`src/rtl/mem_arb_pkg.sv`:
```
// Shared types and constants for the unified-memory arbiter.
package mem_arb_pkg;

  localparam int XLEN = 32;

  typedef enum logic [1:0] {
    OWN_NONE,
    OWN_I,
    OWN_D
  } owner_e;

  typedef enum logic {
    ST_IDLE,
    ST_BUSY
  } state_e;

endpackage

```
`src/rtl/mem_arb_fair.sv`:
```
// Starvation counter and fetch/data priority decision; built only with MEM_ARB_FAIRNESS_EN.
`ifdef MEM_ARB_FAIRNESS_EN
module mem_arb_fair #(
  parameter int STARVE_LIMIT = 4
) (
  input  logic i_clk,
  input  logic i_reset,
  input  logic i_free,
  input  logic i_fetch_req,
  input  logic i_data_req,
  output logic o_fetch_win,
  output logic o_data_win
);

  localparam int SW = $clog2(STARVE_LIMIT + 1);

  logic [SW-1:0] r_starve;
  logic          w_force;

  assign w_force     = (r_starve == SW'(STARVE_LIMIT));
  assign o_fetch_win = i_free && i_fetch_req && (!i_data_req || w_force);
  assign o_data_win  = i_free && i_data_req && !(i_fetch_req && w_force);

  // Only contested data wins count toward starvation.
  always_ff @(posedge i_clk or posedge i_reset) begin
    if (i_reset) begin
      r_starve <= '0;
    end else if (o_fetch_win) begin
      r_starve <= '0;
    end else if (o_data_win && i_fetch_req && !w_force) begin
      r_starve <= r_starve + 1'b1;
    end
  end

endmodule
`endif

```
`src/rtl/mem_arbiter.sv`:
```
// Fetch/load-store arbiter for a single-port unified memory with fixed read latency.
// Optional fetch-starvation fairness is enabled by defining MEM_ARB_FAIRNESS_EN.
module mem_arbiter
  import mem_arb_pkg::*;
#(
  parameter int MEM_LAT      = 1,
  parameter int STARVE_LIMIT = 4
) (
  input  logic            clk,
  input  logic            reset,
  input  logic            i_req,
  input  logic [XLEN-1:0] i_addr,
  output logic            i_gnt,
  output logic            i_rvalid,
  output logic [XLEN-1:0] i_rdata,
  input  logic            d_req,
  input  logic            d_we,
  input  logic [XLEN-1:0] d_addr,
  input  logic [XLEN-1:0] d_wdata,
  output logic            d_gnt,
  output logic            d_rvalid,
  output logic [XLEN-1:0] d_rdata,
  output logic            m_req,
  output logic            m_we,
  output logic [XLEN-1:0] m_addr,
  output logic [XLEN-1:0] m_wdata,
  input  logic [XLEN-1:0] m_rdata
);

  localparam int CW = $clog2(MEM_LAT + 1);

  if (MEM_LAT < 1) begin : g_bad_lat
    $error("mem_arbiter: MEM_LAT must be >= 1");
  end
  if (STARVE_LIMIT < 1) begin : g_bad_starve
    $error("mem_arbiter: STARVE_LIMIT must be >= 1");
  end

  state_e        r_state, w_state_nxt;
  owner_e        r_owner, w_owner_nxt;
  logic [CW-1:0] r_cnt, w_cnt_nxt;
  logic          r_we, w_we_nxt;
  logic          w_done, w_free, w_i_win, w_d_win;

  assign w_done = (r_state == ST_BUSY) && (r_cnt == CW'(MEM_LAT));
  // Reset gating keeps every output low while reset is held, even with requests present.
  assign w_free = !reset && ((r_state == ST_IDLE) || w_done);

`ifdef MEM_ARB_FAIRNESS_EN
  mem_arb_fair #(
    .STARVE_LIMIT(STARVE_LIMIT)
  ) u_fair (
    .i_clk      (clk),
    .i_reset    (reset),
    .i_free     (w_free),
    .i_fetch_req(i_req),
    .i_data_req (d_req),
    .o_fetch_win(w_i_win),
    .o_data_win (w_d_win)
  );
`else
  assign w_i_win = w_free && i_req && !d_req;
  assign w_d_win = w_free && d_req;
`endif

  assign i_gnt    = w_i_win;
  assign d_gnt    = w_d_win;
  assign m_req    = w_i_win || w_d_win;
  assign m_we     = w_d_win && d_we;
  assign m_addr   = w_d_win ? d_addr : (w_i_win ? i_addr : '0);
  assign m_wdata  = w_d_win ? d_wdata : '0;

  assign i_rvalid = w_done && (r_owner == OWN_I);
  assign d_rvalid = w_done && (r_owner == OWN_D);
  assign i_rdata  = i_rvalid ? m_rdata : '0;
  assign d_rdata  = (d_rvalid && !r_we) ? m_rdata : '0;

  always_ff @(posedge clk or posedge reset) begin
    if (reset) begin
      r_state <= ST_IDLE;
      r_owner <= OWN_NONE;
      r_cnt   <= '0;
      r_we    <= 1'b0;
    end else begin
      r_state <= w_state_nxt;
      r_owner <= w_owner_nxt;
      r_cnt   <= w_cnt_nxt;
      r_we    <= w_we_nxt;
    end
  end

  always_comb begin
    w_state_nxt = r_state;
    w_owner_nxt = r_owner;
    w_cnt_nxt   = r_cnt;
    w_we_nxt    = r_we;
    if (w_i_win || w_d_win) begin
      w_state_nxt = ST_BUSY;
      w_owner_nxt = w_d_win ? OWN_D : OWN_I;
      w_cnt_nxt   = CW'(1);
      w_we_nxt    = w_d_win && d_we;
    end else if (w_done) begin
      w_state_nxt = ST_IDLE;
      w_owner_nxt = OWN_NONE;
      w_cnt_nxt   = '0;
      w_we_nxt    = 1'b0;
    end else if (r_state == ST_BUSY) begin
      w_cnt_nxt = r_cnt + 1'b1;
    end
  end

`ifndef SYNTHESIS
  // Requester protocol: hold fields until granted, stay quiet until own rvalid.
  a_i_hold : assert property (@(posedge clk) disable iff (reset)
    (i_req && !i_gnt) |=> (i_req && $stable(i_addr)));
  a_d_hold : assert property (@(posedge clk) disable iff (reset)
    (d_req && !d_gnt) |=> (d_req && $stable({d_we, d_addr, d_wdata})));
  a_i_wait : assert property (@(posedge clk) disable iff (reset)
    (r_state == ST_BUSY && r_owner == OWN_I && i_req) |-> i_rvalid);
  a_d_wait : assert property (@(posedge clk) disable iff (reset)
    (r_state == ST_BUSY && r_owner == OWN_D && d_req) |-> d_rvalid);
`endif

endmodule

```
`config.mk`:
```
export PLATFORM = sky130hd
export DESIGN_NAME = mem_arbiter
export DESIGN_NICKNAME = d
export VERILOG_FILES = /design/src/rtl/mem_arb_pkg.sv /design/src/rtl/mem_arb_fair.sv /design/src/rtl/mem_arbiter.sv
export SDC_FILE = /design/constraint.sdc
export NUM_CORES = 1
export LEC_CHECK = 0
export CORE_AREA = 2 2 104 106
export DETAILED_ROUTE_END_ITERATION = 7
export DIE_AREA = 0 0 106 108
export PLACE_DENSITY = 0.59
export SETUP_SLACK_MARGIN = 0.5
export SLEW_MARGIN = 20
export SYNTH_ARGS = -nofsm -noshare
export SYNTH_HDL_FRONTEND = slang
export SYNTH_HIERARCHICAL = 1
export SYNTH_SLANG_ARGS = --single-unit
```
`constraint.sdc`:
```
create_clock -name clk -period 4.2 [get_ports clk]
set_input_delay 1.05 -clock clk [delete_from_list [all_inputs] [get_ports clk]]
set_output_delay 1.05 -clock clk [all_outputs]
set_load 0.05 [all_outputs]
```
Word level (Yosys, flattened, before mapping)
Cells that the tools add are included.
- output and inout bits: 134
- input bits: 133
- flip-flop bits (word level): 5
- word-level logic and storage cells: 38
- add/sub/neg operators: 1
- reduce and logical (&&, ||, !) cells: 16
- bitwise gates (word level): 1
- muxes and demuxes: 14
- eq/ne operators: 2
- operator list (cell ; number):
    $mux 32 ; 5
    $logic_and 1x1->1 ; 9
    $mux 1 ; 6
    $mux 2 ; 3
    $logic_not 1->1 ; 3
    $reduce_bool 3->1 ; 1
    $eq 2x1->1 const B ; 1
    $eq 2x2->1 const B ; 1
    $logic_or 1x1->1 ; 2
    $reduce_bool 2->1 ; 1
    $add 1x1->1 const B ; 1
    $not 1->1 ; 1

Longest topological paths before layout
Gate-level depths: netlist (run 1).
- depth in word-level cells: 7
- gate-level depth with buffers: 6
- gate-level depth less buffers: 3

Worst setup path before layout (run 1)
OpenSTA, ideal clock, no wires.
- path kind: input-to-output
- start point: in d_req
- end point: out m_addr[10]
- arrival: 2.460 ns
- path buffers: 3
- cell stages on the path: 6
- data required time: 3.150 ns
- path slack: 0.690 ns
- cells stage by stage: buf_2 -> nor2b_1 -> buf_2 -> clkbuf_1 -> a22oi_1 -> nor2_1
- cells in the longest elaborated chain, start to end: 4
- elaborated cells between the ends (all ways): 5
- those cells by class: mux: 2; reduce/logical: 3
- ends and longest elaborated chain (what ; line ; text):
    from (decl) ; mem_arbiter.sv:16 ; input logic d_req,
    $logic_not 1->1 ; mem_arbiter.sv:62 ; assign w_i_win = w_free && i_req && !d_req;
    $logic_and 1x1->1 ; mem_arbiter.sv:62 ;
    $mux 32 ; mem_arbiter.sv:70 ; assign m_addr = w_d_win ? d_addr : (w_i_win ? i_addr : '0);
    $mux 32 * ; mem_arbiter.sv:70 ;
    to (decl) ; mem_arbiter.sv:25 ; output logic [XLEN-1:0] m_addr,
Every way passes the cells marked *; elsewhere a longest branch is shown, timed or not.

Final worst setup path (run 1)
- start point: in d_req
- end point: out m_addr[2]
The elaborated chain is that of the path after synthesis.

==> flow_metrics.py, run 1 <==
metrics = {
    "run_status": {
        "status": "finished, final reports clean",
    },
    "synth": {
        "synth_area_sq_um": 1384,
        "netlist_top_cells_count": "and2_1, nor2_1, a22oi_1",
        "ys_top_cells_by_area": "and2_1, a22oi_1, nor2_1, dfrtp_1, buf_2",
        "postSynth.asyncResetShare_pct": 100.0,
        "synth_top_area_share_pct": 43.85,
        "yosys.area.top_type": "and2_1",
        "ys.flop_type": "dfrtp_1",
        "avgSynthCellArea_sq_um": 6.497,
        "syn_inst": 213,
        "ys_ff_latch": 5,
        "synth_cell_types": 24,
        "syn_nets": 346,
        "seq_area_frac_synth_pct": 9.042,
        "synth_edf_count": 0,
        "yosysWarnings": 6,
        "yosysMostFrequentCell": "and2_1",
    },
    "sta": {
        "finalWorstSetupSlack_ns": 0.5913,
        "setup_violations": 0,
        "drv_slew": 0,
        "slew-limit-headroom_pct": 61.25,
        "fin_crit_sh_pct": 85.92,
        "hold_ws_ns": 0.5773,
        "max_freq_mhz": 277.1,
        "hold_viol": 0,
        "fin_crit_ns": 3.609,
        "worst_slew_pin_slew_ns": 0.5794,
        "rsz0062_at_grt": "false",
        "fin_tns_setup_ns": 0,
        "clock_skew_ns": 0.004222,
    },
    "global_routing": {
        "grt_max_degree": 37,
        "antenna_found_initial": 0,
        "grt_first_pass_wirelength_microns": 12520,
        "grt.total_usage_pct": 13.61,
        "grt_pass1_vias": 2368,
        "gr-total-overflow": 0,
    },
    "placement": {
        "place_congestion": 0.7994,
        "pre_cts_slack_ns": 0.4986,
        "port-buffer-count": 266,
        "dp.final_hpwl_microns": 7442,
    },
    "critical_path": {
        "worst_ep_required_time_ns": 3.15,
        "cpMaxStageDelayCell": "clkdlybuf4s50_1",
        "slowest_delay_ns": 0.44,
        "worstPathCellList": "clkdlybuf4s50_1 -> buf_4 -> nor2b_2 -> buf_6 -> a22oi_1 -> nor2_1 -> buf_12",
        "end_kind": "output port",
        "cp_top_family": "buffers and inverters",
        "start_kind": "input port",
        "path_buf_inv": 4,
        "crit_type": "input port to output port",
        "worstPathArrival_ns": 2.56,
        "cp_max_fo": 33,
    },
    "die": {
        "die_w_microns": 106,
        "start_util_pct": 13.53,
        "num_rows": 37,
        "core_area_sq_um": 10230,
        "dieArea_sq_um": 11450,
        "ios": 267,
        "die_h_microns": 108,
    },
    "route": {
        "drc": 0,
        "avgViaCountPerCell": 4.069,
        "dr.pass1.iters": 4,
        "drtIter0Drc": 89,
        "ant_nets": 0,
        "wl_per_cell_microns": 13.87,
        "route.vias.total": 2462,
        "wl_microns": 8389,
    },
    "final_layout": {
        "syn_to_final_growth_pct": 254.8,
        "regArea_sq_um": 125.1,
        "drive_gt1_share_pct": 18.34,
        "fillers": 960,
        "multi_input_area_sq_um": 1156,
        "antenna_cells": 0,
        "nets": 603,
        "final_core_utilization_pct": 47.99,
    },
    "clock_network": {
        "root_buffer": "clkbuf_8",
        "numCtsBuffers": 3,
        "cts_hold_buf": 0,
        "clkLatencyLatePin_ns": 0.22,
        "clock_sinks": 5,
        "cts_max_level": 1,
        "cts_tree": "yes",
        "clk_pin_slew_ns": 0.04,
        "cts.path.max_buffers": 2,
    },
    "hold_path": {
        "hold_class": "register to register",
    },
    "job": {
        "drv_cap": 0,
    },
    "power": {
        "leakagePower_nw": 1.925,
        "finalPower_mw": 1.291,
        "vdd_drop_max_v": 0.0001203,
        "powerDensity_nw_per_um2": 263.0,
    },
}
-- area by class of cell --
type,instances,share of cell area (%)
clock buffer,4,0.9174
inverter,2,0.1529
multi-input combinational,185,23.55
sequential,5,2.548
tap,136,3.466
timing repair buffer,273,69.37
-- metrics by stage --
| step | instance area [sq um] | cells |
|---|---|---|
| after floorplan | 1384 | 213 |
| after global placement | 4852 | 601 |
| after detailed placement | 4852 | 601 |
| after CTS | 4901 | 605 |
| after global routing | 4910 | 605 |
| final | 4910 | 605 |
-- what timing repair did --
action                                  CTS  global route
gates resized for setup                   1             3
endpoints found under the setup margin    1            30
buffers inserted                          0             0
-- power breakdown --
group,total [mW],internal [mW],switching (mW),leakage (nW)
Sequential,0.0880,0.0638,0.0242,0.0605
Clock,0.0882,0.0651,0.0231,0.0228
Combinational,1.12,0.495,0.621,1.84
-- kinds of logic (layout without fill, tap and decap cells) --
group | Yosys count | count (layout) | share of synthesized area (%)
AOI/OAI and AO/OA | 38 | 38 | 20.34
xor gates and xnor gates | 1 | 1 | 0.6330
buffers and inverters | 23 | 279 | 7.776
and+or+nand+nor | 146 | 146 | 62.21
DFF | 5 | 5 | 9.042
-- placed cells by master (no fill, tap or decap) --
cell type	n
o21bai_1	1
clkbuf_1	1
nor3b_2	1
nand3_1	2
nor3_4	1
dlymetal6s2s_1	1
buf_4	5
o21ai_0	3
buf_12	68
nor4b_4	1
nand2_2	1
clkdlybuf4s50_1	197
or2_1	1
a31o_2	1
nor3b_1	1
buf_6	2
clkbuf_8	3
a22oi_1	32
or3_1	1
nor2_1	34
dfrtp_1	5
nor2_2	1
xnor2_1	1
nor2b_2	2
inv_1	2
nor2b_1	3
a32o_1	1
and2_1	97
-- metal layers --
layer	share of wire, %	wire [microns]	global-route usage [%]
met1	36	3026	14.64
met3	11	918	4.521
met5	0	0	0
met2	53	4412	26.36
met4	0.38	32	1.974
-- state kept, by name, summed over array words and instances, names as in the netlist --
| signal | count |
|---|---|
| r_owner | 2 |
| r_cnt | 1 |
| r_state | 1 |
| r_we | 1 |
-- worst paths after layout --
check                           start    endpoint  slack (ns)  cells after the start
max                             d_req   m_addr[2]        0.59                      7
min                        r_owner[1]  r_owner[1]        0.58                      1
max reg2reg                   r_state  r_owner[1]        2.92                      4
min reg2reg                r_owner[1]  r_owner[1]        0.58                      1
max in group asynchronous       reset  r_owner[0]        3.14                      2
min in group asynchronous       reset       r_cnt        0.89                      2
-- worst reg2reg max path: stages (launching register included) --
cell and delay (ns):
dfrtp_1 0.44, nor2b_2 0.27, nor3_4 0.05, buf_6 0.19, a31o_2 0.23
Note: power is estimated with default switching activity, not from simulation.
==> run 2, diff against run 1 <==
- CTS_CLUSTER_DIAMETER: unset -> 30
==> results of run 2 <==
Same layout as run 1: the final DEF is identical, and so are final timing and power.
==> run 3, diff against run 2 <==
- CORE_AREA: 2 2 104 106 -> 4 4 100 102
- DIE_AREA: 0 0 106 108 -> 0 0 104 106
- PLACE_DENSITY: 0.59 -> 0.65
==> run 3 against run 2 <==
Compared with the run above:
- combinational power barely moved
- highest routed layer unchanged
- critical path depth fell by 2
- non-clock buffer count did not move
- critical endpoint is now m_addr[22]
- via count fell by 1.8%
- sequential power fell by 2.6%
- cell area fell by 0.48%
- clock skew fell by 0.00082 ns
- first-iteration DRC count fell by 1.1%
==> flow_metrics.py, run 3 (synthesized netlist as in run 1, its figures left out) <==
metrics = {
    "final_layout": {
        "final_common_cell": "clkdlybuf4s50_1",
        "antenna_cells": 0,
        "drive_gt1_share_pct": 18.98,
        "syn_to_final_growth_pct": 253.1,
        "fin_cells": 580,
        "top_register": "r_owner",
        "largest_reg_flops": 2,
        "final_core_utilization_pct": 53.64,
        "final_cell_mix": "clkdlybuf4s50_1, and2_1, buf_12",
        "nets": 603,
        "design_area_sq_um": 4886,
    },
    "clock_network": {
        "cts_max_level": 1,
        "numCtsBuffers": 3,
        "clkLatencyLatePin_ns": 0.22,
        "cts_tree": "yes",
        "root_buffer": "clkbuf_8",
        "cts.path.max_buffers": 2,
        "clk_pin_slew_ns": 0.04,
        "clock_sinks": 5,
    },
    "sta": {
        "slew-limit-headroom_pct": 63.11,
        "setup_violations": 0,
        "clock_skew_ns": 0.003406,
        "fin_crit_ns": 3.580,
        "hold_viol": 0,
        "drv_slew": 0,
        "rsz0062_at_grt": "false",
        "worst_slew_pin_slew_ns": 0.5516,
        "max_freq_mhz": 279.4,
        "fin_crit_sh_pct": 85.23,
        "fin_tns_setup_ns": 0,
    },
    "critical_path": {
        "crit_type": "input port to output port",
        "end_kind": "output port",
        "start_kind": "input port",
        "cp_max_fo": 32,
        "worstPathArrival_ns": 2.53,
        "worst_ep_required_time_ns": 3.15,
        "r2r_start": "r_state",
        "cp-startpoint": "d_req",
    },
    "route": {
        "wl_microns": 8833,
        "avgViaCountPerCell": 4.167,
        "route.vias.total": 2417,
        "dr.pass1.iters": 4,
        "drc": 0,
        "ant_nets": 0,
        "wl_per_cell_microns": 15.23,
        "drtIter0Drc": 88,
    },
    "power": {
        "power_frac_seq_pct": 6.6,
        "finalPower_mw": 1.295,
        "p_switching_mw": 0.6686,
        "p_sw_share_pct": 51.63,
        "leakagePower_nw": 1.926,
        "vdd_drop_max_v": 0.0001099,
        "clockPowerShare_pct": 6.8,
        "p_comb_share_pct": 86.6,
        "powerDensity_nw_per_um2": 265.0,
        "internal_power_mw": 0.6263,
    },
    "placement": {
        "place_inst": 576,
        "detailed_place.area_sq_um": 4821,
        "dp.final_hpwl_microns": 7761,
        "place_congestion": 0.7176,
        "port-buffer-count": 266,
    },
    "global_routing": {
        "grt_max_degree": 34,
        "grt.total_usage_pct": 14.91,
        "gr-total-overflow": 0,
        "antenna_found_initial": 0,
        "grt_pass1_vias": 2537,
        "grt_first_pass_wirelength_microns": 13410,
    },
    "die": {
        "dieArea_sq_um": 11020,
        "core_area_sq_um": 9109,
        "start_util_pct": 15.19,
        "num_rows": 35,
        "die_w_microns": 104,
        "ios": 267,
        "die_h_microns": 106,
    },
    "hold_path": {
        "hold_class": "register to register",
        "worstHoldStart": "r_we",
    },
    "run_status": {
        "status": "finished, final reports clean",
    },
    "job": {
        "drv_cap": 0,
    },
}
==> run 3: metrics by stage <==
stage,hold slack (ns),worst slack (ns)
final,0.5816,0.6204
after global routing,0.6026,0.5141
after CTS,0.5837,0.5246
after detailed placement,0.5697,0.4608
after global placement,0.5628,0.5122
after floorplan,0.5423,0.6905
==> run 3: repair_timing <==
| action | 4_1_cts | 5_1_grt |
|---|---|---|
| gates resized for setup | 1 | 6 |
| hold buffers | 0 | 0 |
| setup endpoints to repair | 27 | 31 |
| setup buffers | 0 | 0 |
| endpoints found under the hold margin | 0 | 0 |
| pin swaps | 0 | 0 |
==> run 3: worst paths after layout <==
check                             end  slack (ns)  cells after the start
max in group asynchronous       r_cnt        3.13                      2
min reg2reg                      r_we        0.58                      1
max reg2reg                r_owner[1]        2.93                      4
max                        m_addr[22]        0.62                      5
min in group asynchronous  r_owner[0]        0.89                      2
min                              r_we        0.58                      1
==> run 3: power by group through the flow <==
| stage | clock network [mW] | logic, mW | registers (mW) |
|---|---|---|---|
| floorplan | 0 | 0.605 | 0.0821 |
| global placement | 0 | 1.12 | 0.0857 |
| detailed placement | 0 | 1.12 | 0.0862 |
| CTS | 0.0897 | 1.13 | 0.0857 |
| global route | 0.0927 | 1.17 | 0.0883 |
| finish | 0.0879 | 1.12 | 0.0857 |
==> run 3: worst max-delay path, cell delays in order <==
cell             delay (ns)
clkdlybuf4s50_1        0.57
buf_4                  0.36
a22oi_1                0.15
nor2_1                 0.22
buf_12                 0.17
==> run 3: layout make-up <==
type	instances	area (sq um)
clock buffers	4	45.04
fillers	818	4223
inverters	2	7.507
multi-input cells	185	1164
flip-flops and latches	5	125.1
well taps	111	138.9
repair buffers	273	3406
==> run 3: per-layer routing <==
metal / vias to the layer above / track usage, % / part of all wire (%)
met5: - / 0 / 0
met1: 1032 / 15.23 / 35
li1: 1212 / - / -
met3: 8 / 5.161 / 11
met4: 0 / 4.084 / 1.6
met2: 165 / 28.69 / 52
